`src/rtl/mealy_seq_detector.sv`:
```
// rtl/mealy_seq_detector.sv - parametrised Mealy sequence detector with saturating match counter
// Optional runtime pattern register is enabled by defining SEQDET_PAT_LOAD_EN.
module mealy_seq_detector #(
  parameter int             PAT_W   = 4,
  parameter logic [PAT_W-1:0] PATTERN = 4'b1011,
  parameter bit             OVERLAP = 1'b1,
  parameter int             CNT_W   = 8
) (
  input  logic             clk,
  input  logic             reset,
  input  logic             in_valid,
  input  logic             in,
  input  logic             cnt_clr,
`ifdef SEQDET_PAT_LOAD_EN
  input  logic             pat_wr,
  input  logic [PAT_W-1:0] pat_data,
`endif
  output logic             out,
  output logic [CNT_W-1:0] match_cnt,
  output logic             cnt_sat
);

  localparam int               FILL_W   = $clog2(PAT_W);
  localparam logic [FILL_W-1:0] FILL_MAX = FILL_W'(PAT_W - 1);
  localparam logic [CNT_W-1:0]  CNT_MAX  = '1;

  logic [PAT_W-2:0]  hist, hist_n;
  logic [FILL_W-1:0] fill, fill_n;
  logic [PAT_W-1:0]  word;
  logic [PAT_W-1:0]  pat;
  logic              load;
  logic              match;

  assign word = {hist, in};

`ifdef SEQDET_PAT_LOAD_EN
  logic [PAT_W-1:0] pat_q, pat_n;
  assign pat  = pat_q;
  assign load = pat_wr;
`else
  assign pat  = PATTERN;
  assign load = 1'b0;
`endif

  // State register
  always_ff @(posedge clk) begin
    if (!reset) begin
      hist <= '0;
      fill <= '0;
`ifdef SEQDET_PAT_LOAD_EN
      pat_q <= PATTERN;
`endif
    end else begin
      hist <= hist_n;
      fill <= fill_n;
`ifdef SEQDET_PAT_LOAD_EN
      pat_q <= pat_n;
`endif
    end
  end

  // Next-state logic; a pattern load restarts the fill so stale history cannot match
  always_comb begin
    hist_n = hist;
    fill_n = fill;
    if (in_valid) begin
      hist_n = word[PAT_W-2:0];
      if (match && !OVERLAP) begin
        fill_n = '0;
      end else if (fill != FILL_MAX) begin
        fill_n = fill + 1'b1;
      end
    end
    if (load) begin
      fill_n = '0;
    end
`ifdef SEQDET_PAT_LOAD_EN
    pat_n = pat_wr ? pat_data : pat_q;
`endif
  end

  // Output logic
  always_comb begin
    match = reset & in_valid & ~load & (fill == FILL_MAX) & (word == pat);
    out   = match;
  end

  // Match counter; clear has priority over an increment in the same cycle
  always_ff @(posedge clk) begin
    if (!reset || cnt_clr) begin
      match_cnt <= '0;
      cnt_sat   <= 1'b0;
    end else if (match && (match_cnt != CNT_MAX)) begin
      match_cnt <= match_cnt + 1'b1;
      cnt_sat   <= (match_cnt == (CNT_MAX - 1'b1));
    end
  end

endmodule

```
`config.mk`:
```
export PLATFORM = sky130hd
export DESIGN_NAME = mealy_seq_detector
export DESIGN_NICKNAME = d
export VERILOG_FILES = /design/src/rtl/mealy_seq_detector.sv
export SDC_FILE = /design/constraint.sdc
export NUM_CORES = 1
export LEC_CHECK = 0
export CORE_MARGIN = 2
export CORE_UTILIZATION = 52
export CTS_CLUSTER_SIZE = 10
export DETAILED_ROUTE_END_ITERATION = 10
export HOLD_SLACK_MARGIN = 0.12
export PLACE_DENSITY = 0.86
export SKIP_CTS_REPAIR_TIMING = 1
export SLEW_MARGIN = 25
export SYNTH_ARGS = -nofsm -noshare
export SYNTH_HDL_FRONTEND = slang
export SYNTH_SLANG_ARGS = --single-unit
```
`constraint.sdc`:
```
create_clock -name clk -period 2.6 [get_ports clk]
set_input_delay 0.78 -clock clk [delete_from_list [all_inputs] [get_ports clk]]
set_output_delay 0.78 -clock clk [all_outputs]
set_load 0.02 [all_outputs]
```
* After elaboration in Yosys (flattened, before gate mapping)
Cells that the tools add are included.
** Operators by class
- Equality and inequality tests :: 5
- Bitwise gates (word level) :: 3
- Reduce and logical (&&, ||, !) cells :: 4
- Add/sub/neg operators :: 2
** Operators by type and width (count)
- $add A8 B1 Y8 const B :: 1
- $eq A8 B8 Y1 const B :: 1
- $ne A8 B8 Y1 const B :: 1
- $eq A4 B4 Y1 const B :: 1
- $and A1 B1 Y1 :: 3
- $add A2 B1 Y2 const B :: 1
- $eq A2 B2 Y1 const B :: 1
- $ne A2 B2 Y1 const B :: 1
- $reduce_and A2 Y1 :: 1
- $logic_and A1 B1 Y1 :: 1
- $logic_not A1 Y1 :: 1
- $logic_or A1 B1 Y1 :: 1
** Word-level totals
- Logic and storage cells :: 18
- Output and inout port bits :: 10
- Bits of input ports :: 5
- Register bits after elaboration :: 14

* Logic depth before layout (Yosys ltp)
Gate-level depths: netlist (run 1).
- Depth after elaboration :: 4
- Depth in mapped cells :: 6
- Depth with buffers taken out :: 6

* Least setup slack after synthesis (run 1)
OpenSTA, ideal clock, no wires.
- Kind :: input-to-output
- Start point :: input port in_valid
- End point :: output port out
- Buffers on the path :: 1
- Data arrival time :: 1.395 ns
- Stages :: 3
- Slack :: 0.425 ns
- Required time :: 1.820 ns
- Cell sequence :: clkbuf_2 nand3b_4 nor2_1
** Between the ends
- Longest elaborated chain between the ends :: 3
** RTL lines
- from (decl) :: RTL line 11 : input logic in_valid,
- $and A1 B1 Y1 (3 in series) :: RTL line 84 : match = reset & in_valid & ~load & (fill == FILL_MAX) & (word == pat);
- to (decl) :: RTL line 18 : output logic out,
Every way passes these cells.

* Worst setup path in the final report (run 1)
- Start point :: input port in
- End point :: output port out
** Between the ends
- Longest elaborated chain between the ends :: 2
** RTL lines
- from (decl) :: RTL line 12 : input logic in,
- $eq A4 B4 Y1 :: RTL line 84
- $and A1 B1 Y1 :: RTL line 84
Every way passes these cells.

==> results of run 1 <==
-- state kept, by name (all words and copies together), names as in the netlist --
signal and flops:
hist 3, fill 2, match_cnt 8, cnt_sat 1
-- final cells by class --
cell class | instances | area (um^2)
timing repair buffer | 17 | 160
clock buffer | 3 | 22.5
fill | 97 | 383
multi-input combinational | 57 | 445
inverter | 2 | 7.51
sequential | 14 | 280
tap | 15 | 18.8
-- placed cells by master (no fill, tap or decap), types with 2 or more instances in the layout --
cell type,instances
dfxtp_1,14
ha_1,3
and3_1,2
clkbuf_4,3
nor2_1,9
mux2i_1,6
clkdlybuf4s50_1,12
a21oi_1,2
nand3_1,5
nor3_1,2
inv_1,2
xnor2_1,2
nor2b_1,5
nand2_1,3
buf_4,3
nand4_1,3
-- layer usage --
| layer | GRT usage | part of all wire |
|---|---|---|
| met4 | 0.135 | 0.033 |
| met5 | 0 | 0 |
| met2 | 0.309 | 0.47 |
| met1 | 0.219 | 0.43 |
| met3 | 0.0304 | 0.062 |
-- metrics by stage --
step / std cells / cell area (um^2) / util / hold WS (ps)
floorplan: 75 / 742 / - / 487
global placement: 105 / 915 / 0.694 / 478
detailed placement: 105 / 915 / 0.694 / 514
CTS: 108 / 937 / 0.711 / 535
global route: 108 / 935 / 0.709 / 553
finish: 108 / 935 / 0.709 / 532
-- power breakdown --
| part | internal [uW] | switching (uW) | total [uW] |
|---|---|---|---|
| sequential | 219 | 3.91 | 223 |
| combinational | 16.0 | 12.9 | 28.9 |
| clock | 53.8 | 68.0 | 122 |
-- worst reg2reg max path: cells and delay by family (launching register included) --
family,cells,cell delay [ps]
mux,1,260
compound gates,1,410
fa+ha+maj,1,290
simple gates,2,310
flops,1,370
-- final timing paths --
kind	slack [ps]	startpoint	end
worst min-delay path	530	fill[1]$_SDFFE_PN0P_	fill[1]$_SDFFE_PN0P_
worst max-delay path	70	in	out
worst min register to register	530	fill[1]$_SDFFE_PN0P_	fill[1]$_SDFFE_PN0P_
worst max register to register	850	match_cnt[0]$_SDFFE_PP0P_	cnt_sat$_SDFFE_PP0P_
-- logic make-up after synthesis --
logic type,share of synthesized area
AND/OR/NAND/NOR,0.336
flip-flops,0.378
AO/OA/AOI/OAI,0.0978
multiplexers,0.0809
buffers and inverters,0.0219
XOR/XNOR,0.0354
adder cells (fa/ha/maj),0.0506
==> flow_metrics.py, run 1 <==
metrics = {
    "setup_path": {
        "end_kind": "primary output",
        "slowest_delay_ps": 550,
        "crit_chain": "clkdlybuf4s50_1 -> nand4_4 -> nor2_1 -> clkbuf_2",
        "cp.depth": 4,
        "critPathKind": "in2out",
        "rr_worst_depth": 5,
        "crit_fanout": 2,
        "crit_arrival_ps": 1750,
        "cp_num_buf_inv": 2,
        "crit_family": "buffers and inverters",
        "required_ps": 1820,
        "critPathLaunchType": "input port",
        "crit_slowest_cell": "clkdlybuf4s50_1",
    },
    "timing": {
        "fmax_mhz": 396,
        "fin_crit_sh": 0.972,
        "fin_worst_skew_ps": 6.09,
        "fin_crit_ps": 2530,
        "setup_tns_ps": 0,
        "slew_viol_final": 0,
        "worstMarginPinSlew_ps": 368,
        "setup_violations": 0,
        "rsz0062_at_grt": "no",
        "setup_slack_ps": 72.2,
        "finalHoldViolCount": 0,
        "slew_headroom": 0.754,
    },
    "clock_network": {
        "cts_tree": "done",
        "cts_buffer_depth": 2,
        "cts_sinks": 14,
        "cts.htree.levels": 1,
        "numCtsBuffers": 3,
        "worstSkewPairLatency_ps": 280,
        "cts-root-buf": "clkbuf_4",
        "clkSlewWorstSetupHoldPaths_ps": 80,
    },
    "cells_and_area": {
        "diodes": 0,
        "fin_nets": 103,
        "drive_gt1_frac": 0.140,
        "area_delta_synth_final_pct": 26.0,
    },
    "logic_synthesis": {
        "async_reset_ff_frac": 0,
        "synth-edff-count": 0,
        "synth_seq_cells": 14,
        "synth.top_cell.area_share": 0.378,
        "yosysWarningCount": 0,
        "ys.flop_type": "dfxtp_1",
        "syn_avg_cell_area_um2": 9.89,
        "synth_area_leaders": "dfxtp_1 38%, mux2i_1 8.1%, ha_1 5.1%",
        "synth_largest_area_cell": "dfxtp_1",
        "netlist_top_cells_count": "14 x dfxtp_1, 9 x nor2_1, 6 x mux2i_1",
        "synth_cell_types": 30,
        "synth_most_common_cell": "dfxtp_1",
        "syn_inst": 75,
        "yosysSeqAreaShare": 0.378,
        "netlist_area_um2": 742,
        "synthesis.nets": 83,
    },
    "grt": {
        "first_global_vias": 588,
        "grt_pass1_wl_mm": 2.52,
        "antenna_found_initial": 0,
        "grt_usage": 0.188,
        "grt_max_degree": 10,
        "overflow": 0,
    },
    "placement": {
        "dpl.hpwl_mm": 1.14,
        "place_congestion": 0.801,
        "io_buffers": 14,
        "post-place-ws_ps": -449,
    },
    "die": {
        "die_x_um": 41.8,
        "dieArea_um2": 1750,
        "start_util": 0.563,
        "io_pins": 15,
        "rows": 13,
        "die_y_um": 41.8,
        "core-area_um2": 1320,
    },
    "route": {
        "via_count": 642,
        "dr.first_iter.drc_count": 27,
        "drt-vias-per-instance": 5.94,
        "wire_per_inst_um": 14.6,
        "ant_nets": 0,
        "route.detailed.drc": 0,
        "wl_mm": 1.57,
        "drtPass1Iterations": 4,
    },
    "power_and_ir_drop": {
        "p_leak_uw": 0.000351,
        "power.total_uw": 374,
        "power_density_nw_per_um2": 400,
        "peakVddDrop_mv": 0.362,
    },
    "hold_path": {
        "hold_path_class": "reg2reg",
        "whs_path_depth": 2,
    },
    "run": {
        "drv_cap": 0,
    },
    "run_status": {
        "status": "finished, final reports clean",
    },
}
(Power assumes the default switching activity.)
==> run 2, diff against run 1 <==
--- a/config.mk
+++ b/config.mk
@@ -11,7 +11,6 @@
 export DETAILED_ROUTE_END_ITERATION = 10
 export HOLD_SLACK_MARGIN = 0.12
 export PLACE_DENSITY = 0.86
-export SKIP_CTS_REPAIR_TIMING = 1
 export SLEW_MARGIN = 25
 export SYNTH_ARGS = -nofsm -noshare
 export SYNTH_HDL_FRONTEND = slang
==> flow_metrics.py, run 2 (synthesis results as in run 1) <==
metrics = {
    "run_status": {
        "status": "finished, final reports clean",
    },
    "power_and_ir_drop": {
        "power.total_uw": 375,
        "p_leak_uw": 0.000346,
        "power_density_nw_per_um2": 403,
        "peakVddDrop_mv": 0.366,
    },
    "clock_network": {
        "cts.htree.levels": 1,
        "clkSlewWorstSetupHoldPaths_ps": 80,
        "cts_tree": "done",
        "cts_buffer_depth": 2,
        "cts-root-buf": "clkbuf_4",
        "worstSkewPairLatency_ps": 290,
        "cts_sinks": 14,
        "numCtsBuffers": 3,
        "ctsHoldBuffers": 0,
    },
    "timing": {
        "fin_worst_skew_ps": 8.26,
        "fin_crit_ps": 2430,
        "slew_viol_final": 0,
        "setup_tns_ps": 0,
        "worstMarginPinSlew_ps": 377,
        "setup_violations": 0,
        "fmax_mhz": 411,
        "finalHoldViolCount": 0,
        "rsz0062_at_grt": "no",
        "slew_headroom": 0.748,
        "fin_crit_sh": 0.935,
        "setup_slack_ps": 169,
    },
    "setup_path": {
        "critPathKind": "in2out",
        "crit_family": "buffers and inverters",
        "crit_chain": "clkdlybuf4s50_1 -> nand3b_4 -> nor2_1 -> buf_2",
        "slowest_delay_ps": 520,
        "worstReg2RegStart": "match_cnt[0]$_SDFFE_PP0P_",
        "crit_fanout": 2,
        "crit_slowest_cell": "clkdlybuf4s50_1",
        "critPathLaunchType": "input port",
        "r2r-end": "cnt_sat$_SDFFE_PP0P_",
        "crit_arrival_ps": 1650,
        "cp_num_buf_inv": 2,
        "ff2ff_setup_slack_ps": 840,
        "required_ps": 1820,
        "rr_worst_depth": 5,
        "end_kind": "primary output",
    },
    "cells_and_area": {
        "diodes": 0,
        "largest_register_ffs": 8,
        "top_register": "match_cnt",
        "final_cell_mix": "14 x dfxtp_1, 11 x clkdlybuf4s50_1, 9 x nor2_1",
        "largestRegisters": "match_cnt: 8 flops, hist: 3 flops, fill: 2 flops",
        "fin_nets": 103,
        "area_delta_synth_final_pct": 25.3,
        "instances_no_fill": 108,
        "final_common_cell": "dfxtp_1",
        "drive_gt1_frac": 0.140,
    },
    "hold_path": {
        "whs_path_depth": 2,
        "hold_path_class": "reg2reg",
        "hp-start": "fill[1]$_SDFFE_PN0P_",
        "whs_endpoint": "fill[1]$_SDFFE_PN0P_",
    },
    "route": {
        "wl_mm": 1.59,
        "ant_nets": 0,
        "drtPass1Iterations": 4,
        "route.detailed.drc": 0,
        "drt-vias-per-instance": 5.85,
        "dr.first_iter.drc_count": 25,
        "wire_per_inst_um": 14.7,
        "via_count": 632,
    },
    "placement": {
        "io_buffers": 14,
        "dpl.cell_count": 105,
        "dpl.hpwl_mm": 1.14,
        "post-place-ws_ps": -449,
        "place_congestion": 0.801,
    },
    "die": {
        "start_util": 0.563,
        "die_y_um": 41.8,
        "core-area_um2": 1320,
        "io_pins": 15,
        "dieArea_um2": 1750,
        "rows": 13,
        "die_x_um": 41.8,
    },
    "grt": {
        "overflow": 0,
        "first_global_vias": 601,
        "grt_max_degree": 10,
        "antenna_found_initial": 0,
        "grt_usage": 0.192,
        "grt_pass1_wl_mm": 2.57,
    },
    "run": {
        "drv_cap": 0,
    },
}
[run 2: worst reg2reg max path: stages, from the launching register on]
cell and delay, ps:
dfxtp_1 370, ha_1 280, and3_1 260, a211oi_4 410, mux2i_1 260, nor2_1 50
[run 2: per-layer routing]
| layer | part of all wire | routed length [um] | global-route usage | vias to the layer above |
|---|---|---|---|---|
| li1 | - | - | - | 307 |
| met1 | 0.44 | 700 | 0.219 | 295 |
| met2 | 0.47 | 751 | 0.322 | 24 |
| met3 | 0.050 | 80 | 0.0304 | 6 |
| met4 | 0.033 | 52 | 0.135 | 0 |
| met5 | 0 | 0 | 0 | - |
[run 2: cell type report]
cell class	count	area [um^2]
Multi-Input combinational cell	57	445
Fill cell	100	388
Sequential cell	14	280
Timing Repair Buffer	17	155
Clock buffer	3	22.5
Tap cell	15	18.8
Inverter	2	7.51
[run 2: where the power goes]
| part | switching, uW | total [uW] | internal, uW | leakage, uW |
|---|---|---|---|---|
| Sequential | 3.88 | 223 | 219 | 0.000113 |
| Combinational | 13.1 | 28.1 | 15.0 | 0.000218 |
| Clock | 69.4 | 123 | 53.9 | 0.0000138 |
| Total | 86.4 | 375 | 288 | 0.000346 |
[run 2: metrics by stage]
step	hold WS (ps)	util	area (um^2)
after floorplan	487	-	742
after global placement	478	0.694	915
after detailed placement	514	0.694	915
after CTS	535	0.710	936
after global routing	553	0.706	930
final	533	0.706	930
[run 2: timing repair]
item / in CTS / in global routing
gates resized for setup: 5 / 1
setup endpoints to repair: 1 / 1
buffers inserted: 0 / 0
pin swaps: 0 / 0
[run 2: worst max path at each step]
stage	to	start	slack [ps]	cells past startpoint
after floorplan	out	in_valid	420	3
after global placement	out	reset	-370	4
final	out	in_valid	170	4
after detailed placement	out	reset	-450	4
after global routing	out	in_valid	110	4
after CTS	out	in_valid	60	4
==> run 3, diff against run 2 <==
--- a/config.mk
+++ b/config.mk
@@ -11,6 +11,7 @@
 export DETAILED_ROUTE_END_ITERATION = 10
 export HOLD_SLACK_MARGIN = 0.12
 export PLACE_DENSITY = 0.86
+export SKIP_LAST_GASP = 1
 export SLEW_MARGIN = 25
 export SYNTH_ARGS = -nofsm -noshare
 export SYNTH_HDL_FRONTEND = slang
==> results of run 3 <==
No change in the layout: final DEF, timing and power equal those of run 2.
